`src/rtl/mem_io_scheduler_pkg.sv`:
```
// Shared types and constants for the fetch/load-store RAM and IO scheduler.
package mem_io_pkg;

    localparam logic [21:0] IO_HI    = 22'h3FFFFF;
    localparam int          IO_OFF_W = 10;
    localparam int          WORD_LSB = 2;

    typedef enum logic [1:0] {
        S_IDLE       = 2'd0,
        S_RESP_F     = 2'd1,
        S_RESP_D_RAM = 2'd2,
        S_RESP_D_IO  = 2'd3
    } sched_state_t;

    function automatic logic [31:0] sat_inc(input logic [31:0] v);
        return (v == 32'hFFFF_FFFF) ? v : v + 32'd1;
    endfunction

endpackage

```
`src/rtl/mem_io_scheduler_if.sv`:
```
// Core, RAM and IO side signals of the scheduler; slave = scheduler, master = environment.
interface mem_io_if import mem_io_pkg::*; #(
    parameter int AW = 14
);
    logic                i_req_unused_guard;
    logic                if_req;
    logic [31:0]         if_addr;
    logic [31:0]         if_rdata;
    logic                if_valid;
    logic                d_req;
    logic                d_we;
    logic [3:0]          d_be;
    logic [31:0]         d_addr;
    logic [31:0]         d_wdata;
    logic [31:0]         d_rdata;
    logic                d_valid;
    logic                ram_en;
    logic [3:0]          ram_we;
    logic [AW-1:0]       ram_addr;
    logic [31:0]         ram_wdata;
    logic [31:0]         ram_rdata;
    logic                io_read;
    logic                io_write;
    logic [IO_OFF_W-1:0] io_addr;
    logic [31:0]         io_wdata;
    logic [31:0]         io_rdata;
    logic                stall;

    modport slave (
        input  if_req, if_addr, d_req, d_we, d_be, d_addr, d_wdata, ram_rdata, io_rdata,
        output if_rdata, if_valid, d_rdata, d_valid, ram_en, ram_we, ram_addr, ram_wdata,
               io_read, io_write, io_addr, io_wdata, stall
    );

    modport master (
        output if_req, if_addr, d_req, d_we, d_be, d_addr, d_wdata, ram_rdata, io_rdata,
        input  if_rdata, if_valid, d_rdata, d_valid, ram_en, ram_we, ram_addr, ram_wdata,
               io_read, io_write, io_addr, io_wdata, stall
    );

endinterface

```
`src/rtl/mem_io_scheduler_addr_decode.sv`:
```
// Splits a byte address into IO-space select, RAM word address and IO offset.
module mem_io_addr_decode import mem_io_pkg::*; #(
    parameter int          AW    = 14,
    parameter logic [21:0] IO_HI = mem_io_pkg::IO_HI
) (
    input  logic [31:0]         addr,
    output logic                is_io,
    output logic [AW-1:0]       ram_addr,
    output logic [IO_OFF_W-1:0] io_off
);

    assign is_io    = (addr[31:IO_OFF_W] == IO_HI);
    // Upper bits beyond the RAM depth are dropped, so accesses wrap.
    assign ram_addr = addr[AW+WORD_LSB-1:WORD_LSB];
    assign io_off   = addr[IO_OFF_W-1:0];

endmodule

```
`src/rtl/mem_io_scheduler.sv`:
```
// Arbitrates the single-port RAM between fetch and load/store, bridges IO space.
// Optional performance counters enabled by MEM_IO_SCHED_PERF_EN.
//
// state        | meaning
// S_IDLE       | grant cycle: data first, then fetch; strobes driven combinationally
// S_RESP_F     | fetch read in flight, capture instruction, pulse if_valid next
// S_RESP_D_RAM | data RAM access in flight, capture load data, pulse d_valid next
// S_RESP_D_IO  | IO access done in grant cycle, pulse d_valid next
module mem_io_scheduler import mem_io_pkg::*; #(
    parameter int          AW    = 14,
    parameter logic [21:0] IO_HI = mem_io_pkg::IO_HI
) (
    input  logic        clk,
    input  logic        rst,
    mem_io_if.slave     bus
`ifdef MEM_IO_SCHED_PERF_EN
    ,
    output logic [31:0] stall_cycles,
    output logic [31:0] fetch_cnt,
    output logic [31:0] data_cnt
`endif
);

    sched_state_t        state, state_nxt;
    logic                d_is_io;
    logic [AW-1:0]       d_ram_addr;
    logic [AW-1:0]       f_ram_addr;
    logic [IO_OFF_W-1:0] d_io_off;
    logic                unused_f_is_io;
    logic [IO_OFF_W-1:0] unused_f_io_off;
    logic                d_pend, f_pend;
    logic                grant_d_ram, grant_d_io, grant_f;
    logic                we_q;

    mem_io_addr_decode #(.AW(AW), .IO_HI(IO_HI)) u_dec_d (
        .addr     (bus.d_addr),
        .is_io    (d_is_io),
        .ram_addr (d_ram_addr),
        .io_off   (d_io_off)
    );

    mem_io_addr_decode #(.AW(AW), .IO_HI(IO_HI)) u_dec_f (
        .addr     (bus.if_addr),
        .is_io    (unused_f_is_io),
        .ram_addr (f_ram_addr),
        .io_off   (unused_f_io_off)
    );

    // A request is still held during its own valid cycle; it must not be granted again.
    assign d_pend = bus.d_req  & ~bus.d_valid;
    assign f_pend = bus.if_req & ~bus.if_valid;

    always_comb begin
        state_nxt   = state;
        grant_d_ram = 1'b0;
        grant_d_io  = 1'b0;
        grant_f     = 1'b0;
        case (state)
            S_IDLE: begin
                if (!rst) begin
                    if (d_pend) begin
                        if (d_is_io) begin
                            grant_d_io = 1'b1;
                            state_nxt  = S_RESP_D_IO;
                        end else begin
                            grant_d_ram = 1'b1;
                            state_nxt   = S_RESP_D_RAM;
                        end
                    end else if (f_pend) begin
                        grant_f   = 1'b1;
                        state_nxt = S_RESP_F;
                    end
                end
            end
            S_RESP_F, S_RESP_D_RAM, S_RESP_D_IO: state_nxt = S_IDLE;
            default:                             state_nxt = S_IDLE;
        endcase
    end

    always_comb begin
        bus.ram_en    = grant_d_ram | grant_f;
        bus.ram_we    = (grant_d_ram & bus.d_we) ? bus.d_be : 4'b0000;
        bus.ram_addr  = grant_d_ram ? d_ram_addr : f_ram_addr;
        bus.ram_wdata = bus.d_wdata;
        bus.io_read   = grant_d_io & ~bus.d_we;
        bus.io_write  = grant_d_io &  bus.d_we;
        bus.io_addr   = d_io_off;
        bus.io_wdata  = bus.d_wdata;
        bus.stall     = (bus.if_req & ~bus.if_valid) | (bus.d_req & ~bus.d_valid);
    end

    always_ff @(posedge clk or posedge rst) begin
        if (rst) begin
            state        <= S_IDLE;
            we_q         <= 1'b0;
            bus.if_valid <= 1'b0;
            bus.d_valid  <= 1'b0;
            bus.if_rdata <= 32'd0;
            bus.d_rdata  <= 32'd0;
        end else begin
            state        <= state_nxt;
            bus.if_valid <= (state == S_RESP_F);
            bus.d_valid  <= (state == S_RESP_D_RAM) | (state == S_RESP_D_IO);
            if (grant_d_ram | grant_d_io)
                we_q <= bus.d_we;
            // IO read data is only valid while io_read is high, so capture it in the grant cycle.
            if (grant_d_io & ~bus.d_we)
                bus.d_rdata <= bus.io_rdata;
            if ((state == S_RESP_D_RAM) && !we_q)
                bus.d_rdata <= bus.ram_rdata;
            if (state == S_RESP_F)
                bus.if_rdata <= bus.ram_rdata;
        end
    end

`ifdef MEM_IO_SCHED_PERF_EN
    always_ff @(posedge clk or posedge rst) begin
        if (rst) begin
            stall_cycles <= 32'd0;
            fetch_cnt    <= 32'd0;
            data_cnt     <= 32'd0;
        end else begin
            if (bus.stall)    stall_cycles <= sat_inc(stall_cycles);
            if (bus.if_valid) fetch_cnt    <= sat_inc(fetch_cnt);
            if (bus.d_valid)  data_cnt     <= sat_inc(data_cnt);
        end
    end
`endif

endmodule

```
`src/flat_wrapper.sv`:
```
// flat-port wrapper written by rule: the top's interface ports become plain ports
module mem_io_scheduler_flat import mem_io_pkg::*;
#(
    parameter int          AW    = 14,
    parameter logic [21:0] IO_HI = mem_io_pkg::IO_HI
)
  (clk, rst, bus_if_req, bus_if_addr, bus_d_req, bus_d_we, bus_d_be, bus_d_addr, bus_d_wdata, bus_ram_rdata, bus_io_rdata, bus_if_rdata, bus_if_valid, bus_d_rdata, bus_d_valid, bus_ram_en, bus_ram_we, bus_ram_addr, bus_ram_wdata, bus_io_read, bus_io_write, bus_io_addr, bus_io_wdata, bus_stall);
  mem_io_if #(.AW(AW)) bus_i ();
  input  logic clk;
  input  logic rst;
  input wire logic [$bits(bus_i.if_req)-1:0] bus_if_req;
  input wire logic [$bits(bus_i.if_addr)-1:0] bus_if_addr;
  input wire logic [$bits(bus_i.d_req)-1:0] bus_d_req;
  input wire logic [$bits(bus_i.d_we)-1:0] bus_d_we;
  input wire logic [$bits(bus_i.d_be)-1:0] bus_d_be;
  input wire logic [$bits(bus_i.d_addr)-1:0] bus_d_addr;
  input wire logic [$bits(bus_i.d_wdata)-1:0] bus_d_wdata;
  input wire logic [$bits(bus_i.ram_rdata)-1:0] bus_ram_rdata;
  input wire logic [$bits(bus_i.io_rdata)-1:0] bus_io_rdata;
  output wire logic [$bits(bus_i.if_rdata)-1:0] bus_if_rdata;
  output wire logic [$bits(bus_i.if_valid)-1:0] bus_if_valid;
  output wire logic [$bits(bus_i.d_rdata)-1:0] bus_d_rdata;
  output wire logic [$bits(bus_i.d_valid)-1:0] bus_d_valid;
  output wire logic [$bits(bus_i.ram_en)-1:0] bus_ram_en;
  output wire logic [$bits(bus_i.ram_we)-1:0] bus_ram_we;
  output wire logic [$bits(bus_i.ram_addr)-1:0] bus_ram_addr;
  output wire logic [$bits(bus_i.ram_wdata)-1:0] bus_ram_wdata;
  output wire logic [$bits(bus_i.io_read)-1:0] bus_io_read;
  output wire logic [$bits(bus_i.io_write)-1:0] bus_io_write;
  output wire logic [$bits(bus_i.io_addr)-1:0] bus_io_addr;
  output wire logic [$bits(bus_i.io_wdata)-1:0] bus_io_wdata;
  output wire logic [$bits(bus_i.stall)-1:0] bus_stall;
  assign bus_i.if_req = bus_if_req;
  assign bus_i.if_addr = bus_if_addr;
  assign bus_i.d_req = bus_d_req;
  assign bus_i.d_we = bus_d_we;
  assign bus_i.d_be = bus_d_be;
  assign bus_i.d_addr = bus_d_addr;
  assign bus_i.d_wdata = bus_d_wdata;
  assign bus_i.ram_rdata = bus_ram_rdata;
  assign bus_i.io_rdata = bus_io_rdata;
  assign bus_if_rdata = bus_i.if_rdata;
  assign bus_if_valid = bus_i.if_valid;
  assign bus_d_rdata = bus_i.d_rdata;
  assign bus_d_valid = bus_i.d_valid;
  assign bus_ram_en = bus_i.ram_en;
  assign bus_ram_we = bus_i.ram_we;
  assign bus_ram_addr = bus_i.ram_addr;
  assign bus_ram_wdata = bus_i.ram_wdata;
  assign bus_io_read = bus_i.io_read;
  assign bus_io_write = bus_i.io_write;
  assign bus_io_addr = bus_i.io_addr;
  assign bus_io_wdata = bus_i.io_wdata;
  assign bus_stall = bus_i.stall;
  mem_io_scheduler #(.AW(AW), .IO_HI(IO_HI)) u_core (.clk(clk), .rst(rst), .bus(bus_i));
endmodule
```
`config.mk`:
```
export PLATFORM = sky130hd
export DESIGN_NAME = mem_io_scheduler_flat
export DESIGN_NICKNAME = d
export VERILOG_FILES = /design/src/rtl/mem_io_scheduler_pkg.sv /design/src/rtl/mem_io_scheduler_if.sv /design/src/rtl/mem_io_scheduler_addr_decode.sv /design/src/rtl/mem_io_scheduler.sv /design/src/flat_wrapper.sv
export SDC_FILE = /design/constraint.sdc
export NUM_CORES = 1
export LEC_CHECK = 0
export CAP_MARGIN = 20
export CORE_AREA = 10 10 122 124
export CTS_CLUSTER_DIAMETER = 60
export DETAILED_ROUTE_END_ITERATION = 10
export DIE_AREA = 0 0 132 134
export GPL_TIMING_DRIVEN = 0
export PLACE_DENSITY = 0.8
export RECOVER_POWER = 100
export SETUP_SLACK_MARGIN = 0.2
export SYNTH_ARGS = -nofsm -noshare
export SYNTH_HDL_FRONTEND = slang
export SYNTH_HIERARCHICAL = 1
export SYNTH_SLANG_ARGS = --single-unit
```
`constraint.sdc`:
```
create_clock -name clk -period 3.4 [get_ports clk]
set_input_delay 0.68 -clock clk [delete_from_list [all_inputs] [get_ports clk]]
set_output_delay 0.68 -clock clk [all_outputs]
set_load 0.005 [all_outputs]
```
* After elaboration in Yosys (flattened, before gate mapping)
Index checks and enable logic that the tools add are counted.
Cells by class: shifts and indexed selects 0, div/mod/pow operators 0, equal/unequal tests 6, bitwise logic cells 12, multipliers 0, $lt $le $gt $ge 0, reductions and logical operators 6, mux-type cells 21, $add $sub $neg 0
Operator list (number):
- two-way mux 32 bit | 2
- == test 22 bit, second input constant | 1
- two-way mux 14 bit | 1
- two-way mux 1 bit | 13
- two-way mux 2 bit | 3
- AND 1 bit | 5
- == test 2 bit, second input constant | 2
- two-way mux 4 bit | 1
- OR 1 bit | 4
- case mux 2 bit (2 select lines) | 1
- != test 3 x 1 -> 1 bit, second input constant | 1
- inverter 1 bit | 3
- OR reduction 3 bit | 1
- == test 2 x 1 -> 1 bit, second input constant | 1
- logical NOT 2 bit | 1
- != test 2 bit, second input constant | 1
- AND reduction 2 bit | 1
- nonzero test 2 bit | 1
- logical AND 1 bit | 1
- logical NOT 1 bit | 1
Storage, ports and cells: memories kept 0, latch bits 0, RAM bits 0, memory bits (read-only) 0, bits in registers 69, output and inout bits 162, logic and storage cells 51, input port bits 169

* Logic depth before layout (Yosys ltp)
Gate-level depths: netlist of the first run.
word-level depth 8, gate-level depth with buffers 7, depth with buffers taken out 6

* Hierarchy
Netlist of the first run, hierarchy kept.
By module, submodules not included:
- mem_io_scheduler | area each 3533.4 um^2, seq. area each 1726.7 um^2, cells an instance 285, instances 1
- mem_io_addr_decode | area each 232.7 um^2, seq. area each 0.0 um^2, cells an instance 32, instances 2

* Least setup slack after synthesis of the first run
OpenSTA, ideal clock, no wires.
kind in2out, start in bus_d_addr[28], end out bus_ram_addr[10], arrival time 2.165 ns, slack 0.555 ns, stages 7, data required time 2.720 ns, path buffers 2, cells stage by stage nand4_1 -> or4_1 -> nor3_2 -> or3_1 -> buf_6 -> buf_12 -> mux2_4
On the way: cells in the longest elaborated chain, start to end 6
RTL lines:
- start, declared | RTL line flat_wrapper.sv:16 | input wire logic [$bits(bus_i.d_addr)-1:0] bus_d_addr;
- == test 22 bit | RTL line mem_io_scheduler_addr_decode.sv:12 | assign is_io = (addr[31:IO_OFF_W] == IO_HI);
- net u_core.d_is_io | RTL line mem_io_scheduler.sv:25 | logic d_is_io;
- two-way mux 1 bit | RTL line mem_io_scheduler.sv:62 | if (d_is_io) begin
- two-way mux 1 bit | RTL line mem_io_scheduler.sv:61 | if (d_pend) begin
- two-way mux 1 bit | RTL line mem_io_scheduler.sv:60 | if (!rst) begin
- two-way mux 1 bit | RTL line mem_io_scheduler.sv:58 | case (state)
- two-way mux 14 bit | RTL line mem_io_scheduler.sv:83 | bus.ram_addr = grant_d_ram ? d_ram_addr : f_ram_addr;
- end, declared | RTL line flat_wrapper.sv:26 | output wire logic [$bits(bus_i.ram_addr)-1:0] bus_ram_addr;
The timed path passes the listed nets, and every way through them passes these cells.

* Worst setup path in the final report of the first run
start in rst, end out bus_ram_addr[6]
On the way: cells in the longest elaborated chain, start to end 3
RTL lines:
- start, declared | RTL line flat_wrapper.sv:10 | input logic rst;
- two-way mux 1 bit | RTL line mem_io_scheduler.sv:60
- two-way mux 1 bit | RTL line mem_io_scheduler.sv:58
- two-way mux 14 bit | RTL line mem_io_scheduler.sv:83
No other way between the ends.

==> results of run 1 <==
[layout by cell type (no fill, tap or decap), types with 2 or more instances in the layout]
| cell | instances |
|---|---|
| sky130_fd_sc_hd__dfrtp_1 | 69 |
| sky130_fd_sc_hd__clkinv_2 | 5 |
| sky130_fd_sc_hd__mux2_2 | 37 |
| sky130_fd_sc_hd__buf_4 | 107 |
| sky130_fd_sc_hd__inv_1 | 3 |
| sky130_fd_sc_hd__buf_2 | 6 |
| sky130_fd_sc_hd__mux2_4 | 10 |
| sky130_fd_sc_hd__clkbuf_4 | 3 |
| sky130_fd_sc_hd__buf_6 | 17 |
| sky130_fd_sc_hd__a221o_1 | 32 |
| sky130_fd_sc_hd__clkbuf_16 | 9 |
| sky130_fd_sc_hd__and2_1 | 32 |
| sky130_fd_sc_hd__nor3_2 | 2 |
| sky130_fd_sc_hd__clkbuf_2 | 5 |
| sky130_fd_sc_hd__nand4_1 | 5 |
| sky130_fd_sc_hd__clkbuf_1 | 20 |
| sky130_fd_sc_hd__and3_1 | 5 |
| sky130_fd_sc_hd__dlygate4sd3_1 | 142 |
| sky130_fd_sc_hd__clkdlybuf4s15_1 | 3 |
| sky130_fd_sc_hd__a21oi_1 | 2 |
| sky130_fd_sc_hd__clkdlybuf4s50_1 | 81 |
| sky130_fd_sc_hd__nand3b_1 | 2 |
| sky130_fd_sc_hd__clkbuf_8 | 2 |
| sky130_fd_sc_hd__buf_12 | 3 |
[per-layer routing]
metal	wire (um)	vias up	track usage
met5	0	-	0
met4	111	0	0.0445
met3	1670	8	0.0773
met2	8930	182	0.334
met1	6010	1666	0.186
li1	-	1622	-
[final cells by class]
type | instances | area share
Buffer | 119 | 0.123
Timing Repair Buffer | 270 | 0.376
Sequential cell | 69 | 0.246
Clock buffer | 11 | 0.0359
Clock inverter | 5 | 0.00356
Antenna cell | 1 | 0.000356
Multi-Input combinational cell | 140 | 0.183
Inverter | 3 | 0.00160
Tap cell | 172 | 0.0306
[worst paths after layout]
check                                                    start                                   to  cells after the start  slack [ps]
min                        u_core/bus.if_rdata[20]$_DFFE_PP0P_  u_core/bus.if_rdata[20]$_DFFE_PP0P_                      1         500
max                                                        rst                      bus_ram_addr[6]                      9         140
min reg2reg                u_core/bus.if_rdata[20]$_DFFE_PP0P_  u_core/bus.if_rdata[20]$_DFFE_PP0P_                      1         500
min in group asynchronous                                  rst              u_core/we_q$_DFFE_PP0P_                      2        1250
max reg2reg                        u_core/state[1]$_DFFE_PP0P_   u_core/bus.d_rdata[11]$_DFFE_PP0P_                      8         780
max in group asynchronous                                  rst  u_core/bus.if_rdata[18]$_DFFE_PP0P_                      2         630
[power breakdown]
| group | internal [uW] | switching [uW] |
|---|---|---|
| clock | 526 | 332 |
| combinational | 814 | 394 |
| sequential | 1080 | 139 |
| total | 2420 | 865 |
[through the flow]
step | setup WS, ps | hold slack (ps)
final | 139 | 496
after CTS | 151 | 504
after global routing | 87.8 | 515
after detailed placement | -939 | 492
after floorplan | 555 | 466
after global placement | -988 | 488
[state kept, by name, summed over array words and instances, names as in the netlist]
name	flops
u_core/bus.d_valid	1
u_core/state	2
u_core/bus.d_rdata	32
u_core/bus.if_rdata	32
u_core/bus.if_valid	1
u_core/we_q	1
[worst max-delay path, cell delays in order]
cell,delay [ps]
sky130_fd_sc_hd__clkbuf_1,90
sky130_fd_sc_hd__or3_2,480
sky130_fd_sc_hd__clkbuf_1,130
sky130_fd_sc_hd__or3_1,380
sky130_fd_sc_hd__buf_6,140
sky130_fd_sc_hd__buf_12,120
sky130_fd_sc_hd__buf_16,130
sky130_fd_sc_hd__mux2_4,300
sky130_fd_sc_hd__buf_6,130
[what timing repair did]
item / CTS / global route
hold buffers: 0 / 0
setup endpoints to repair: 41 / 49
pin swaps: 10 / 2
gates resized for setup: 144 / 11
setup buffers: 12 / 1
cloned: 1 / 0
==> qor.log, run 1 <==
[run_status] run status finished with violations
[run_status] failing checks capacitance limit, slew limit
[clock_network] clock tree from TritonCTS yes
[clock_network] clock sink total 69
[yosys] Synthesized Nets 500
[timing] clk_skew 3.26 ps
[finish] # nets final 781
[setup_path] required time of the worst setup path 2720 ps
[global_route] remaining global-route overflow 0
[setup_path] Arr. time, crit path 2580 ps
[finish] area taken by multi-input logic gates 1290 um^2
[global_route] overall routing resource usage 0.182
[global_route] pin count of the biggest net entering global routing 70
[global_route] wire length of the first global-routing pass 25000 um
[die] die height 134 um
[detailed_routing] DRT iter0 DRCs 94
[die] floorplan die area 17700 um^2
[place] number of instances in the placed design 759
[place] final RePlAce weighted congestion 0.803
[detailed_routing] number of detailed-route iterations in the first pass 4
[yosys] average instance area after synthesis 11.7 um^2
[detailed_routing] Wirelength per Cell 21.2 um
[timing] final setup fails 0
[clock_network] clock buffers created by TritonCTS 9
[flow_run] number of max-cap violations 1
[place] area of placed instances 6650 um^2
[clock_network] Skew-Pair Late Insertion Delay 330 ps
[place] HPWL after DPL 14000 um
[detailed_routing] final antenna-violating net count 0
[global_route] via count of the first global-routing pass 3912
[finish] Sequential Area 1730 um^2
[setup_path] launching element type of the critical path primary input
[power_and_ir_drop] power per unit of standard cell area 467 nW/um^2
[die] die span in x 132 um
[setup_path] maximum fanout encountered on the critical timing path 5
[detailed_routing] DRC 0
[clock_network] Worst-path clk slew 50 ps
[finish] area growth from synthesis to layout 81.7%
[clock_network] number of H-tree levels 3
[clock_network] master cell of the clock root buffer sky130_fd_sc_hd__clkbuf_16
[clock_network] maximum clock path buffer count 2
[setup_path] Critical Path End Type output port
[die] Core Footprint 12500 um^2
[finish] final core utilization 0.564
[timing] peak clock frequency supported by timing 0.307 GHz
[timing] fin crit share 0.959
[finish] Non-Filler Cell Area, Final 7030 um^2
[global_route] initial antenna violation count 1
[timing] Final TNS setup 0 ps
[setup_path] Setup CP Type primary input to output port
[timing] Least-Margin Pin Slew 2590 ps
[place] number of input and output port buffers inserted 256
[timing] final number of max-transition violations 70
[timing] remaining max-slew budget at the tightest pin -0.725
[power_and_ir_drop] Final Power 3290 uW
[finish] share of final-layout standard cells stronger than drive strength 1 0.342
[timing] setup repair after global routing missed its margin true
[timing] Min Clock Period, post-route 3260 ps
[finish] FILL cells 1077
[die] floorplan row count 41
[yosys] number of warnings reported in the yosys synthesis log 6
[die] Initial Utilization 0.311
[yosys] post-synthesis cell area 3870 um^2
[min_path] Hold Crit Class register to register
[timing] final hold viol count 0
[detailed_routing] via count normalized by instance count 4.40
[die] number of ports placed on the die boundary 331
[detailed_routing] count of vias placed by the detailed router 3478
[yosys] Gate Count Post-Synth 331
[power_and_ir_drop] Leak 0.00326 uW
[finish] count of non-filler cells in the finished layout 790
[power_and_ir_drop] Peak supply drop 351 uV
[detailed_routing] routed wire length 16700 um
Power figures use the tool's default switching activity.
==> inputs of run 2 (changes only) <==
CORE_AREA = 2 2 130 132   (was 10 10 122 124)
PLACE_DENSITY = 0.66   (was 0.8)
clock period = 2.88 ns   (was 3.4 ns; I/O delays follow)
==> run 2 against run 1 <==
Against the previous run:
- the run ends with setup timing left
- sequential cell count unchanged
- hold slack improved by 2.3 ps
- die area stayed put
- sequential power is 18% higher
- cell count is 5.9% higher
- utilization fell by 12 points
- total power increased by 22%
- clock power up 34%
- register-to-register slack worse by 120 ps
- via count is 1.1% higher
- critical path type unchanged
- largest cell class unchanged
- highest routed layer unchanged
==> qor.log, run 2 (synthesized netlist as in run 1, its figures left out) <==
[die] die span in x 132 um [unchanged]
[flow_run] number of max-cap violations 0 [-1]
[power_and_ir_drop] power per unit of standard cell area 556 nW/um^2 [+19%]
[finish] final core utilization 0.442 [-0.122]
[timing] remaining max-slew budget at the tightest pin 0.0256 [+0.750]
[clock_network] clock tree from TritonCTS yes
[die] floorplan die area 17700 um^2 [unchanged]
[global_route] overall routing resource usage 0.164 [-0.0180]
[timing] Least-Margin Pin Slew 1460 ps [-1130 ps]
[clock_network] Skew-Pair Late Insertion Delay 330 ps [about the same]
[timing] Min Clock Period, post-route 3060 ps
[min_path] Hold Crit Class register to register
[min_path] hold path startpoint u_core/bus.if_rdata[27]$_DFFE_PP0P_
[global_route] initial antenna violation count 0 [-1]
[die] die height 134 um [unchanged]
[setup_path] capture point of the worst reg-to-reg path u_core/bus.d_rdata[15]$_DFFE_PP0P_
[timing] final number of max-transition violations 0 [-100%]
[clock_network] Worst-path clk slew 50 ps [about the same]
[detailed_routing] DRT iter0 DRCs 90 [-4.3%]
[clock_network] master cell of the clock root buffer sky130_fd_sc_hd__clkbuf_16
[finish] count of non-filler cells in the finished layout 837 [+5.9%]
[setup_path] Critical Path End Type output port
[timing] final setup fails 14 [+14]
[finish] Sequential Area 1730 um^2 [unchanged]
[power_and_ir_drop] NetSw 1010 uW [+17%]
[finish] FILL cells 1554 [+44%]
[finish] area taken by multi-input logic gates 1320 um^2 [+2.2%]
[die] Initial Utilization 0.238 [-0.0729]
[setup_path] Arr. time, crit path 2490 ps [-90 ps]
[global_route] pin count of the biggest net entering global routing 70 [unchanged]
[finish] # nets final 781 [unchanged]
[place] Placement Setup Slack -1410 ps [-470 ps]
[timing] setup repair after global routing missed its margin true
[power_and_ir_drop] Leak 0.00336 uW [+3.1%]
[clock_network] maximum clock path buffer count 2 [unchanged]
[timing] fin crit share 1.06
[power_and_ir_drop] Peak supply drop 339 uV [-3.4%]
[run_status] run status finished with violations
[die] number of ports placed on the die boundary 331 [unchanged]
[finish] most frequent standard cell in the layout excluding fill and tap cells sky130_fd_sc_hd__dlygate4sd3_1
[setup_path] launching element type of the critical path primary input
[timing] final hold viol count 0 [unchanged]
[power_and_ir_drop] Logic pwr share 0.354 [-0.013]
[detailed_routing] count of vias placed by the detailed router 3517 [+1.1%]
[place] final RePlAce weighted congestion 0.806 [+0.32%]
[setup_path] required time of the worst setup path 2300 ps [-420 ps]
[timing] Post-Route Hold Slack 499 ps [+2.28 ps]
[setup_path] maximum fanout encountered on the critical timing path 5 [unchanged]
[setup_path] slack of the worst reg-to-reg path 660 ps [-120 ps]
[detailed_routing] via count normalized by instance count 4.20 [-4.6%]
[power_and_ir_drop] internal cell power 2990 uW [+23%]
[power_and_ir_drop] Flop pwr share 0.359 [-0.012]
[place] number of instances in the placed design 807 [+6.3%]
[timing] clk_skew 9.71 ps [+6.46 ps]
[timing] Final TNS setup -2320 ps [-2320 ps]
[die] floorplan row count 47 [+15%]
[detailed_routing] routed wire length 14800 um [-11%]
[place] number of input and output port buffers inserted 256 [unchanged]
[detailed_routing] DRC 0 [unchanged]
[detailed_routing] final antenna-violating net count 0 [unchanged]
[min_path] hold path depth 1 [unchanged]
[run_status] failing checks setup timing
[setup_path] launching point of the worst reg2reg path u_core/state[1]$_DFFE_PP0P_
[finish] area growth from synthesis to layout 85.9%
[detailed_routing] number of detailed-route iterations in the first pass 4 [unchanged]
[place] HPWL after DPL 11600 um [-17%]
[clock_network] clock buffers created by TritonCTS 9 [unchanged]
[global_route] wire length of the first global-routing pass 22400 um [-10%]
[clock_network] clock sink total 69 [unchanged]
[setup_path] Register-to-Register Path Depth 6 [-2]
[setup_path] Setup CP Type primary input to output port
[clock_network] number of H-tree levels 3 [unchanged]
[timing] setup slack of the critical path after layout -183 ps [-322 ps]
[finish] highest-count cells in the layout ignoring fill and taps sky130_fd_sc_hd__dlygate4sd3_1, sky130_fd_sc_hd__buf_4, sky130_fd_sc_hd__clkdlybuf4s50_1, sky130_fd_sc_hd__dfrtp_1, sky130_fd_sc_hd__mux2_2
[global_route] remaining global-route overflow 0 [unchanged]
[power_and_ir_drop] switch share 0.253 [-0.00977]
[timing] peak clock frequency supported by timing 0.326 GHz
[power_and_ir_drop] clock network power share 0.287 [+0.026]
[die] Core Footprint 16300 um^2 [+31%]
[detailed_routing] Wirelength per Cell 17.7 um [-16%]
[global_route] via count of the first global-routing pass 3781 [-3.3%]
[finish] share of final-layout standard cells stronger than drive strength 1 0.366 [+0.0243]
[min_path] hold worst-path end u_core/bus.if_rdata[27]$_DFFE_PP0P_
[finish] ant diodes 0 [-1]
[finish] top flop regs u_core/bus.d_rdata: 32 flops, u_core/bus.if_rdata: 32 flops, u_core/state: 2 flops
[run 2: cell types whose count changed in the layout (fill, tap and decap cells not counted), moves of 2 or more]
cell                              change
sky130_fd_sc_hd__clkbuf_1             -4
sky130_fd_sc_hd__clkbuf_4             -2
sky130_fd_sc_hd__dlymetal6s2s_1       +3
sky130_fd_sc_hd__buf_6               +11
sky130_fd_sc_hd__buf_4                +4
sky130_fd_sc_hd__clkinv_2             -4
sky130_fd_sc_hd__clkdlybuf4s50_1      -8
sky130_fd_sc_hd__clkdlybuf4s15_1      -3
sky130_fd_sc_hd__mux2_2               -4
sky130_fd_sc_hd__mux2_4               +4
[run 2: routing by layer]
metal	part of all wire	GRT usage
met1	0.38	0.183
met3	0.081	0.0525
met2	0.51	0.296
met5	0	0
met4	0.021	0.0531
[run 2: final cells by class]
cell class,count,area share
clock buffer,13,0.0376
buffer,119,0.120
clock inverter,3,0.00591
tap,220,0.0382
multi-input combinational,140,0.183
timing repair buffer,270,0.373
inverter,3,0.00156
sequential,69,0.240
[run 2: per-stage QoR]
stage	instance area (um^2)	total power [uW]
global route	7200	4230
detailed placement	6710	3010
global placement	6710	2970
CTS	7210	4230
finish	7200	4000
floorplan	3870	1960
[run 2: worst max-delay path by stage]
stage / endpoint / slack, ps / startpoint / depth (start not counted)
global route: bus_ram_addr[10] / -220 / bus_d_addr[23] / 11
detailed placement: bus_io_read / -1410 / bus_d_addr[15] / 8
CTS: bus_ram_addr[8] / -240 / bus_d_addr[29] / 11
finish: bus_ram_addr[10] / -180 / bus_d_addr[10] / 11
global placement: bus_io_read / -1350 / bus_d_addr[12] / 8
floorplan: bus_ram_addr[10] / 240 / bus_d_addr[28] / 7
[run 2: power by group through the flow]
| stage | registers, uW | logic (uW) | clock network, uW |
|---|---|---|---|
| floorplan | 1470 | 491 | 0 |
| global placement | 1450 | 1520 | 0 |
| detailed placement | 1460 | 1540 | 0 |
| CTS | 1460 | 1580 | 1190 |
| global route | 1490 | 1520 | 1230 |
| finish | 1440 | 1420 | 1150 |
[run 2: worst max-delay path: stages]
cell	delay, ps
sky130_fd_sc_hd__buf_6	70
sky130_fd_sc_hd__nand4_1	80
sky130_fd_sc_hd__or4_4	570
sky130_fd_sc_hd__nor3_4	180
sky130_fd_sc_hd__buf_4	150
sky130_fd_sc_hd__or3_4	110
sky130_fd_sc_hd__buf_6	100
sky130_fd_sc_hd__buf_12	110
sky130_fd_sc_hd__buf_12	110
sky130_fd_sc_hd__mux2_4	300
sky130_fd_sc_hd__buf_6	130
[run 2: timing repair]
item / 4_1_cts / 5_1_grt
pin swaps: 9 / 11
setup buffers: 12 / 1
hold endpoints to repair: 0 / 0
hold buffers: 0 / 0
endpoints found under the setup margin: 53 / 50
resized for setup: 174 / 27
gates cloned: 1 / 0
